### config.mk
export PLATFORM = sky130hd
export DESIGN_NAME = vscale_pc_redirect_ctrl
export DESIGN_NICKNAME = d
export VERILOG_FILES = /design/src/rtl/vscale_pc_redirect_ctrl.sv
export SDC_FILE = /design/constraint.sdc
export NUM_CORES = 1
export LEC_CHECK = 0
export CORE_ASPECT_RATIO = 0.6
export CORE_MARGIN = 2
export CORE_UTILIZATION = 49
export CTS_CLUSTER_DIAMETER = 120
export DETAILED_ROUTE_END_ITERATION = 6
export HOLD_SLACK_MARGIN = 0.03
export PLACE_DENSITY = 0.84
export SYNTH_ARGS = -nofsm -noshare
export SYNTH_HDL_FRONTEND = slang
export SYNTH_SLANG_ARGS = --single-unit
### constraint.sdc
create_clock -name clk -period 3.8 [get_ports clk]
set_clock_uncertainty 0.1 [all_clocks]
set_input_delay 0.38 -clock clk [delete_from_list [all_inputs] [get_ports clk]]
set_output_delay 0.38 -clock clk [all_outputs]
set_load 0.01 [all_outputs]
### src/rtl/vscale_pc_redirect_ctrl.sv
// PC source sequencer: arbitrates fetch redirects and holds one stable until imem accepts it.
// Zero-cycle redirect when imem is ready; each imem_wait cycle adds one; outputs forced idle in reset.
module vscale_pc_redirect_ctrl #(
   parameter int CNT_W            = 16,
   parameter int PC_SRC_SEL_WIDTH = 3
) (
   input  logic                        clk,
   input  logic                        reset_n,
   input  logic                        imem_wait,
   input  logic                        valid_DX,
   input  logic                        stall_DX_ext,
   input  logic                        jal_DX,
   input  logic                        jalr_DX,
   input  logic                        branch_taken_DX,
   input  logic                        trap_WB,
   input  logic                        eret_WB,
   output logic [PC_SRC_SEL_WIDTH-1:0] PC_src_sel,
   output logic                        kill_IF,
   output logic                        kill_DX,
   output logic                        stall_IF,
   output logic                        stall_DX,
   output logic                        redirect_pending,
   output logic [CNT_W-1:0]            redirect_count
);

   localparam logic [PC_SRC_SEL_WIDTH-1:0] SEL_PLUS_FOUR = PC_SRC_SEL_WIDTH'(0);
   localparam logic [PC_SRC_SEL_WIDTH-1:0] SEL_BRANCH    = PC_SRC_SEL_WIDTH'(1);
   localparam logic [PC_SRC_SEL_WIDTH-1:0] SEL_JAL       = PC_SRC_SEL_WIDTH'(2);
   localparam logic [PC_SRC_SEL_WIDTH-1:0] SEL_JALR      = PC_SRC_SEL_WIDTH'(3);
   localparam logic [PC_SRC_SEL_WIDTH-1:0] SEL_REPLAY    = PC_SRC_SEL_WIDTH'(4);
   localparam logic [PC_SRC_SEL_WIDTH-1:0] SEL_HANDLER   = PC_SRC_SEL_WIDTH'(5);
   localparam logic [PC_SRC_SEL_WIDTH-1:0] SEL_EPC       = PC_SRC_SEL_WIDTH'(6);

   typedef enum logic {ST_RUN, ST_HOLD} state_t;

   state_t                        r_state;
   logic [PC_SRC_SEL_WIDTH-1:0]   r_held_sel;
   logic [CNT_W-1:0]              r_count;

   logic                          w_hold;
   logic                          w_dxq;
   logic                          w_req_vld;
   logic [PC_SRC_SEL_WIDTH-1:0]   w_req_sel;
   logic                          w_is_dx;
   logic                          w_is_wb;
   logic                          w_commit;

   assign w_hold = (r_state == ST_HOLD);
   assign w_dxq  = valid_DX & ~stall_DX_ext & (jal_DX | jalr_DX | branch_taken_DX);

   // In HOLD only WB events may displace the latched target, and only when they outrank it.
   always_comb begin
      w_req_vld = 1'b0;
      w_req_sel = SEL_PLUS_FOUR;
      if (w_hold) begin
         w_req_vld = 1'b1;
         w_req_sel = r_held_sel;
         if (trap_WB && (r_held_sel != SEL_HANDLER))
            w_req_sel = SEL_HANDLER;
         else if (eret_WB && (r_held_sel != SEL_HANDLER) && (r_held_sel != SEL_EPC))
            w_req_sel = SEL_EPC;
      end else if (trap_WB) begin
         w_req_vld = 1'b1;
         w_req_sel = SEL_HANDLER;
      end else if (eret_WB) begin
         w_req_vld = 1'b1;
         w_req_sel = SEL_EPC;
      end else if (w_dxq) begin
         w_req_vld = 1'b1;
         if (jalr_DX)     w_req_sel = SEL_JALR;
         else if (jal_DX) w_req_sel = SEL_JAL;
         else             w_req_sel = SEL_BRANCH;
      end
   end

   assign w_is_dx  = (w_req_sel == SEL_BRANCH) || (w_req_sel == SEL_JAL) || (w_req_sel == SEL_JALR);
   assign w_is_wb  = (w_req_sel == SEL_HANDLER) || (w_req_sel == SEL_EPC);
   assign w_commit = w_req_vld & ~imem_wait;

   // Outputs are gated by reset_n directly so they go idle the moment reset asserts.
   always_comb begin
      PC_src_sel       = SEL_PLUS_FOUR;
      kill_IF          = 1'b0;
      kill_DX          = 1'b0;
      stall_IF         = 1'b0;
      stall_DX         = 1'b0;
      redirect_pending = 1'b0;
      if (reset_n) begin
         redirect_pending = w_hold;
         if (w_req_vld) begin
            PC_src_sel = w_req_sel;
            if (imem_wait) begin
               stall_IF = 1'b1;
               stall_DX = w_is_dx;
            end else begin
               kill_IF  = 1'b1;
               kill_DX  = w_is_wb;
               stall_DX = w_hold & w_is_dx;
            end
         end else begin
            PC_src_sel = imem_wait ? SEL_REPLAY : SEL_PLUS_FOUR;
            stall_IF   = imem_wait;
         end
      end
   end

   always_ff @(posedge clk or negedge reset_n) begin
      if (!reset_n) begin
         r_state    <= ST_RUN;
         r_held_sel <= SEL_PLUS_FOUR;
         r_count    <= '0;
      end else begin
         if (w_req_vld && imem_wait) begin
            r_state    <= ST_HOLD;
            r_held_sel <= w_req_sel;
         end else if (w_commit) begin
            r_state    <= ST_RUN;
            r_held_sel <= SEL_PLUS_FOUR;
         end
         if (w_commit && (r_count != {CNT_W{1'b1}}))
            r_count <= r_count + 1'b1;
      end
   end

   assign redirect_count = r_count;

endmodule

==> impl_summary.log, run 1 <==
INFO  metric post_drt_via_cell_ratio = approximately 5.6
INFO  metric number_of_global_route_vias_before_repair = between 900 and 1000
INFO  metric netlist.top_cell.by_area = sky130_fd_sc_hd__dfrtp_1
INFO  metric layout.filler_cells = between 150 and 200
INFO  metric timing.final.max_slew_violations = 0
INFO  metric timing.critical_path.to_type = output pin
INFO  metric synth_top_area_share = 45.8%
INFO  metric fin_nets = about 160
INFO  metric worst_skew_pair.late_latency = roughly 0.25 ns
INFO  metric place.detailed.instances = roughly 170
INFO  metric cts.htree.levels = 1
INFO  metric seq_area_frac_synth = between 40% and 50%
INFO  metric place.detailed.hpwl = around 2.1 mm
INFO  metric clkTransAtPathRegs = roughly 0.06 ns
INFO  metric routed_wire_length_per_instance = between 10 and 15 um
INFO  metric slew-limit-headroom = about two thirds
INFO  metric layout.cells.most_common = sky130_fd_sc_hd__clkdlybuf4s50_1
INFO  metric routabilityCongestion = roughly 0.76
INFO  metric synth_area_leaders = sky130_fd_sc_hd__dfrtp_1 (46%), sky130_fd_sc_hd__xnor2_1 (9.6%), sky130_fd_sc_hd__nor2_1 (4.1%)
INFO  metric detailedRoute.firstPassIterationCount = 4
INFO  metric layout.cells.most_common_list = sky130_fd_sc_hd__clkdlybuf4s50_1 (33), sky130_fd_sc_hd__dfrtp_1 (20), sky130_fd_sc_hd__nor2_1 (12), sky130_fd_sc_hd__xnor2_1 (12), sky130_fd_sc_hd__nand2_1 (8)
INFO  metric asyncSetResetFlopFracSynth = 100%
INFO  metric area_delta_synth_final = 37.7%
INFO  metric grt_first_pass_wirelength = ~4.2 mm
INFO  metric p_int = 0.454 mW
INFO  metric cts_setup_buffers = 0
INFO  metric ir_worst_vdd = about 0.25 mV
INFO  metric initial_standard_cell_utilization_of_the_core = around half
INFO  metric grt_setup_unrepaired = false
INFO  metric min_period = 3.17 ns
INFO  metric worst-endpoint-arrival = 2.69 ns
INFO  metric yosysUniqueCellTypes = 34
INFO  metric sw_frac_of_total = around a third
INFO  metric comb_power_share = between 30% and 40%
INFO  metric finalHoldViolations = 0
INFO  metric power_leakage = 0.611 nW
INFO  metric synth_area = approximately 1100 sq um
INFO  metric max-cap-violations = 0
INFO  metric grt-ovfl-total = 0
INFO  metric drt_first_iter_violations = 47
INFO  metric timing_worst_slew_pin_value = between 0.4 and 0.5 ns
INFO  metric avgSynthCellArea = around 10 sq um
INFO  metric vias = between 900 and 1000
INFO  metric path_class = in -> out
INFO  metric cts_inserted_buffers = 3
INFO  metric layout_worst_path_cycle_share = about 83%
INFO  metric multi_input_area = around 560 sq um
INFO  metric grt_antenna_before_repair = 0
INFO  metric clock_sinks = 20
INFO  metric power.density = approximately 440 nW/um^2
INFO  metric clock_tree.buffer_depth = 2
INFO  metric fraction_of_layout_instances_using_a_drive_strength_above_1 = under 10%
INFO  metric synth.ff_latch_count = 20
INFO  metric worst_setup_path_start_kind = primary input
INFO  metric switchingPower = between 0.2 and 0.25 mW
INFO  metric io_buffer_count = 33
INFO  metric num_io_pins = 34
INFO  metric tritoncts = done
INFO  metric die_h = a little over 40 um
INFO  metric grt_max_degree = 14
INFO  metric holdCritPathClass = in -> async
INFO  metric wire_length_reported_by_the_detailed_router = roughly 2.5 mm
INFO  metric setup_tns = 0 ns
INFO  metric crit_path_max_fanout = 3
INFO  metric critPathRequiredTime = roughly 3.3 ns
INFO  metric final-seq-area = between 500 and 600 sq um
INFO  metric post_layout_nonfiller_instances = 175
INFO  metric net_count_after_synthesis = 120
INFO  metric power_frac_clock = about a fifth
INFO  metric rows = 13
INFO  metric post_cts_resized = 0
INFO  metric design.die.area = around 2600 sq um
INFO  metric design_power_total = 0.667 mW
INFO  metric cts_root_buf = sky130_fd_sc_hd__clkbuf_8
INFO  metric num_antenna_cells = 0
INFO  metric core = 2130 sq um
INFO  metric number_of_hold_buffers_added_after_cts = 0
INFO  metric final_core_utilization = 70.6%
INFO  metric dominant_register_cell_in_the_synthesized_netlist = sky130_fd_sc_hd__dfrtp_1
INFO  metric power_frac_seq = 47.4%
INFO  metric dp_slack = between 0.6 and 0.7 ns
INFO  metric synth-edff-count = 0
INFO  metric grt_util_all_layers = between 20% and 30%
INFO  metric timing.final.ws_setup = approximately 0.63 ns
INFO  metric drt_drc_violations_left = 0
INFO  metric ys.warnings.count = 0
INFO  metric die_w = 65.0 um
INFO  metric antenna_violating_nets_post_route = 0
INFO  metric max_freq = approximately 320 MHz
INFO  metric outcome = completed
INFO  metric synth_cells = around 110
INFO  metric final-setup-viol-count = 0
==> worst max-delay path: stages <==
cell	delay, ns
sky130_fd_sc_hd__clkdlybuf4s50_1	0.46
sky130_fd_sc_hd__nor2b_1	0.26
sky130_fd_sc_hd__a211oi_1	0.13
sky130_fd_sc_hd__a211oi_1	0.35
sky130_fd_sc_hd__inv_1	0.12
sky130_fd_sc_hd__a2111oi_0	0.38
sky130_fd_sc_hd__clkdlybuf4s50_1	0.60
==> synth_stat cells (2+ instances only) <==
| library cell | instances |
|---|---|
| sky130_fd_sc_hd__dfrtp_1 | 20 |
| sky130_fd_sc_hd__nor2_1 | 12 |
| sky130_fd_sc_hd__xnor2_1 | 12 |
| sky130_fd_sc_hd__nand2_1 | 8 |
| sky130_fd_sc_hd__inv_1 | 6 |
| sky130_fd_sc_hd__nand4_1 | 6 |
| sky130_fd_sc_hd__nand3_1 | 5 |
| sky130_fd_sc_hd__xor2_1 | 4 |
| sky130_fd_sc_hd__and3_1 | 3 |
| sky130_fd_sc_hd__nor2b_1 | 3 |
| sky130_fd_sc_hd__o21ai_0 | 3 |
| sky130_fd_sc_hd__a211oi_1 | 2 |
| sky130_fd_sc_hd__a21boi_2 | 2 |
| sky130_fd_sc_hd__a21oi_1 | 2 |
| sky130_fd_sc_hd__and2_1 | 2 |
==> flip-flops by register name (all words and copies together) (netlist names) <==
register	flops
redirect_count	16
r_state	1
r_held_sel	3
==> cell families after synthesis <==
| kind of cell | count (synthesis) | share of synthesized area [%] |
|---|---|---|
| AOI/OAI and AO/OA | 16 | 12.3 |
| xor gates and xnor gates | 16 | 12.8 |
| adders and majority gates | 1 | 1.15 |
| buffers and inverters | 7 | 2.52 |
| DFF | 20 | 45.8 |
| muxes | 1 | 1.03 |
| and+or+nand+nor | 48 | 24.4 |
==> path summary, 6_finish.rpt <==
check / depth (start not counted) / to / from / slack, ns
worst min-delay path: 1 / redirect_count[9] / reset_n / 0.36
worst max-delay path: 7 / stall_DX / valid_DX / 0.63
worst min register to register: 1 / redirect_count[15] / redirect_count[15] / 0.39
worst max register to register: 6 / redirect_count[13] / redirect_count[0] / 1.85
min in group clk: 1 / redirect_count[15] / redirect_count[15] / 0.39
max in group asynchronous: 2 / redirect_count[1] / reset_n / 2.71
==> metal layers <==
layer / vias to the layer above / share of wire, % / GRT usage, %
li1: 457 / - / -
met1: 488 / 44 / 26.6
met2: 29 / 50 / 41.2
met3: 4 / 4.5 / 5.62
met4: 0 / 1.1 / 6.91
met5: - / 0 / 0
==> per-stage QoR <==
stage	area, sq um	hold slack [ns]
2_1_floorplan	1090	-0.0156
3_3_place_gp	1460	0.379
3_5_place_dp	1460	0.381
4_1_cts	1500	0.365
5_1_grt	1500	0.385
6_report	1500	0.357
==> power by group through the flow <==
stage / logic (mW) / registers (mW) / clock network [mW]
6_report: 0.220 / 0.317 / 0.131
3_3_place_gp: 0.213 / 0.313 / 0
5_1_grt: 0.235 / 0.323 / 0.145
3_5_place_dp: 0.222 / 0.319 / 0
4_1_cts: 0.223 / 0.315 / 0.133
2_1_floorplan: 0.0849 / 0.325 / 0
==> cell type report <==
type | count | area share, %
multi-input combinational | 82 | 37.5
timing repair buffer | 34 | 22.5
clock buffer | 3 | 2.75
inverter | 6 | 1.50
sequential | 20 | 33.3
tap | 30 | 2.50
(Power assumes the default switching activity.)
==> run 2: changes to the inputs <==
--- a/config.mk
+++ b/config.mk
@@ -7,11 +7,11 @@
 export LEC_CHECK = 0
 export CORE_ASPECT_RATIO = 0.6
 export CORE_MARGIN = 2
-export CORE_UTILIZATION = 49
+export CORE_UTILIZATION = 41
 export CTS_CLUSTER_DIAMETER = 120
 export DETAILED_ROUTE_END_ITERATION = 6
 export HOLD_SLACK_MARGIN = 0.03
-export PLACE_DENSITY = 0.84
+export PLACE_DENSITY = 0.75
 export SYNTH_ARGS = -nofsm -noshare
 export SYNTH_HDL_FRONTEND = slang
 export SYNTH_SLANG_ARGS = --single-unit
==> constraint.sdc (replaced) <==
create_clock -name clk -period 2.6 [get_ports clk]
set_clock_uncertainty 0.1 [all_clocks]
set_input_delay 0.26 -clock clk [delete_from_list [all_inputs] [get_ports clk]]
set_output_delay 0.26 -clock clk [all_outputs]
set_load 0.01 [all_outputs]
==> run 2 against run 1 <==
Net effect:
- sequential share of layout area fell by 2.5 points
- clock power rose by 80%
- routed wire length grew 13%
- global-route usage down 3.4 points
- first-iteration DRC count decreased by 45%
- critical path depth shrank 1
- total power increased by 56%
- utilization is 6.1 points lower
- count of clock-buffer cells in the layout rose by 1
- sequential power is 45% higher
==> impl_summary.log, run 2 (synthesis gave the netlist of run 1 again) <==
INFO  metric worst_setup_path_start_kind = register
INFO  metric post_layout_nonfiller_instances = 188
INFO  metric multi_input_area = about 600 sq um
INFO  metric cpMaxStageDelayCell = sky130_fd_sc_hd__dfrtp_1
INFO  metric worst_r2r_endpoint = redirect_count[1]
INFO  metric worst-endpoint-arrival = roughly 2.2 ns
INFO  metric num_antenna_cells = 0
INFO  metric max-cap-violations = 0
INFO  metric timing.critical_path.to_type = output pin
INFO  metric timing.final.max_slew_violations = 0
INFO  metric layout.filler_cells = about 210
INFO  metric die_h = 44.0 um
INFO  metric cts.htree.levels = 1
INFO  metric hold_ws = roughly 0.27 ns
INFO  metric crit_family = buffers and inverters
INFO  metric number_of_hold_buffers_added_after_cts = 0
INFO  metric final-setup-viol-count = 0
INFO  metric layout.cells.most_common = sky130_fd_sc_hd__clkdlybuf4s50_1
INFO  metric drt_first_iter_violations = 26
INFO  metric number_of_global_route_vias_before_repair = about 950
INFO  metric power_leakage = between 0.6 and 0.7 nW
INFO  metric ir_worst_vdd = 0.483 mV
INFO  metric clock_tree.buffer_depth = 2
INFO  metric holdCritPathClass = in -> async
INFO  metric setup.worst_path.start = r_state
INFO  metric finalHoldViolations = 0
INFO  metric slew-limit-headroom = between 60% and 70%
INFO  metric fraction_of_layout_instances_using_a_drive_strength_above_1 = approximately 17%
INFO  metric wire_length_reported_by_the_detailed_router = ~2.9 mm
INFO  metric timing.rr.start = redirect_count[0]
INFO  metric place.detailed.instances = roughly 180
INFO  metric grt-ovfl-total = 0
INFO  metric crit_path_max_fanout = 7
INFO  metric post-route-cell-area = 1630 sq um
INFO  metric io_buffer_count = 33
INFO  metric drt_drc_violations_left = 0
INFO  metric cts_root_buf = sky130_fd_sc_hd__clkbuf_8
INFO  metric critPathRequiredTime = between 2 and 2.5 ns
INFO  metric tritoncts = done
INFO  metric area_delta_synth_final = 48.9%
INFO  metric cp_num_buf_inv = 2
INFO  metric routed_wire_length_per_instance = between 15 and 20 um
INFO  metric rows = 14
INFO  metric critPathMaxStageDelay = 0.51 ns
INFO  metric antenna_violating_nets_post_route = 0
INFO  metric grt_antenna_before_repair = 0
INFO  metric power.density = 639 nW/um^2
INFO  metric fin_nets = ~170
INFO  metric min_period = around 2.6 ns
INFO  metric clkTransAtPathRegs = 0.07 ns
INFO  metric max_freq = between 300 and 400 MHz
INFO  metric path_class = reg -> out
INFO  metric design.die.area = 3110 sq um
INFO  metric clock_sinks = 20
INFO  metric setup.reg_to_reg.worst_slack = 0.64 ns
INFO  metric crit_path_cell_trace = nor3_1 > a21boi_4 > nand2b_1 > nor2_1 > buf_4 > clkdlybuf4s50_1
INFO  metric initial_standard_cell_utilization_of_the_core = approximately 43%
INFO  metric layout_worst_path_cycle_share = 98.2%
INFO  metric core = 2520 sq um
INFO  metric layout.cells.most_common_list = sky130_fd_sc_hd__clkdlybuf4s50_1 (30), sky130_fd_sc_hd__dfrtp_1 (20), sky130_fd_sc_hd__nor2_1 (12), sky130_fd_sc_hd__xnor2_1 (12), sky130_fd_sc_hd__buf_4 (11)
INFO  metric die_w = 70.6 um
INFO  metric largest_register_ffs = 16
INFO  metric worst_r2r_path_depth = 5
INFO  metric place.detailed.hpwl = approximately 2.2 mm
INFO  metric vias = ~980
INFO  metric detailedRoute.firstPassIterationCount = 4
INFO  metric cts_inserted_buffers = 3
INFO  metric timing_worst_slew_pin_value = 0.499 ns
INFO  metric outcome = completed
INFO  metric grt_util_all_layers = 18.9%
INFO  metric num_io_pins = 34
INFO  metric final-seq-area = 500 sq um
INFO  metric worst_skew_pair.late_latency = between 0.2 and 0.3 ns
INFO  metric setup_tns = 0 ns
INFO  metric grt_first_pass_wirelength = 4.46 mm
INFO  metric routabilityCongestion = ~0.8
INFO  metric design_power_total = slightly above 1 mW
INFO  metric placed_cell_area = 1540 sq um
INFO  metric post_drt_via_cell_ratio = between 5 and 6
INFO  metric grt_max_degree = 13
## run 2: repair_timing
item                                    4_1_cts  5_1_grt
setup buffers                                 0        0
pin swaps                                     2        1
endpoints found under the setup margin        3        3
gates resized for setup                       4        4
## run 2: through the flow
stage / worst slack (ns) / util, %
floorplan: 0.603 / -
global placement: -0.104 / 61.1
detailed placement: -0.246 / 61.1
CTS: 0.0293 / 63.5
global route: -0.00837 / 64.5
finish: 0.0469 / 64.5
## run 2: metal layers
layer / wire length [um] / global-route usage [%] / vias up
met2: 1450 / 33.2 / 17
met3: 56 / 3.72 / 2
li1: - / - / 470
met1: 1360 / 24.6 / 490
met5: 0 / 0 / -
met4: 17 / 4.15 / 0
## run 2: worst register-to-register path: cells and delay by family, from the launching register on
kind	cells	cell delay (ns)
AOI/OAI and AO/OA	1	0.43
adders and majority gates	1	0.26
DFF	1	0.45
muxes	1	0.39
and+or+nand+nor	2	0.22
## run 2: where the power goes
part	leakage [nW]	internal, mW	switching (mW)
Sequential	0.252	0.372	0.0881
Clock	0.0288	0.135	0.102
Combinational	0.411	0.202	0.142
Total	0.692	0.708	0.331
## run 2: worst max path at each step
stage / slack (ns) / end / cells past startpoint
floorplan: 0.60 / stall_DX / 5
global placement: -0.10 / stall_DX / 7
detailed placement: -0.25 / stall_DX / 7
CTS: 0.03 / kill_IF / 7
global route: -0.008 / kill_IF / 7
finish: 0.05 / kill_IF / 6
## run 2: final cells by class
| cell class | count | area share (%) |
|---|---|---|
| Clock buffer | 4 | 3.38 |
| Sequential cell | 20 | 30.8 |
| Timing Repair Buffer | 44 | 25.4 |
| Tap cell | 32 | 2.46 |
| Inverter | 6 | 1.38 |
| Multi-Input combinational cell | 82 | 36.6 |
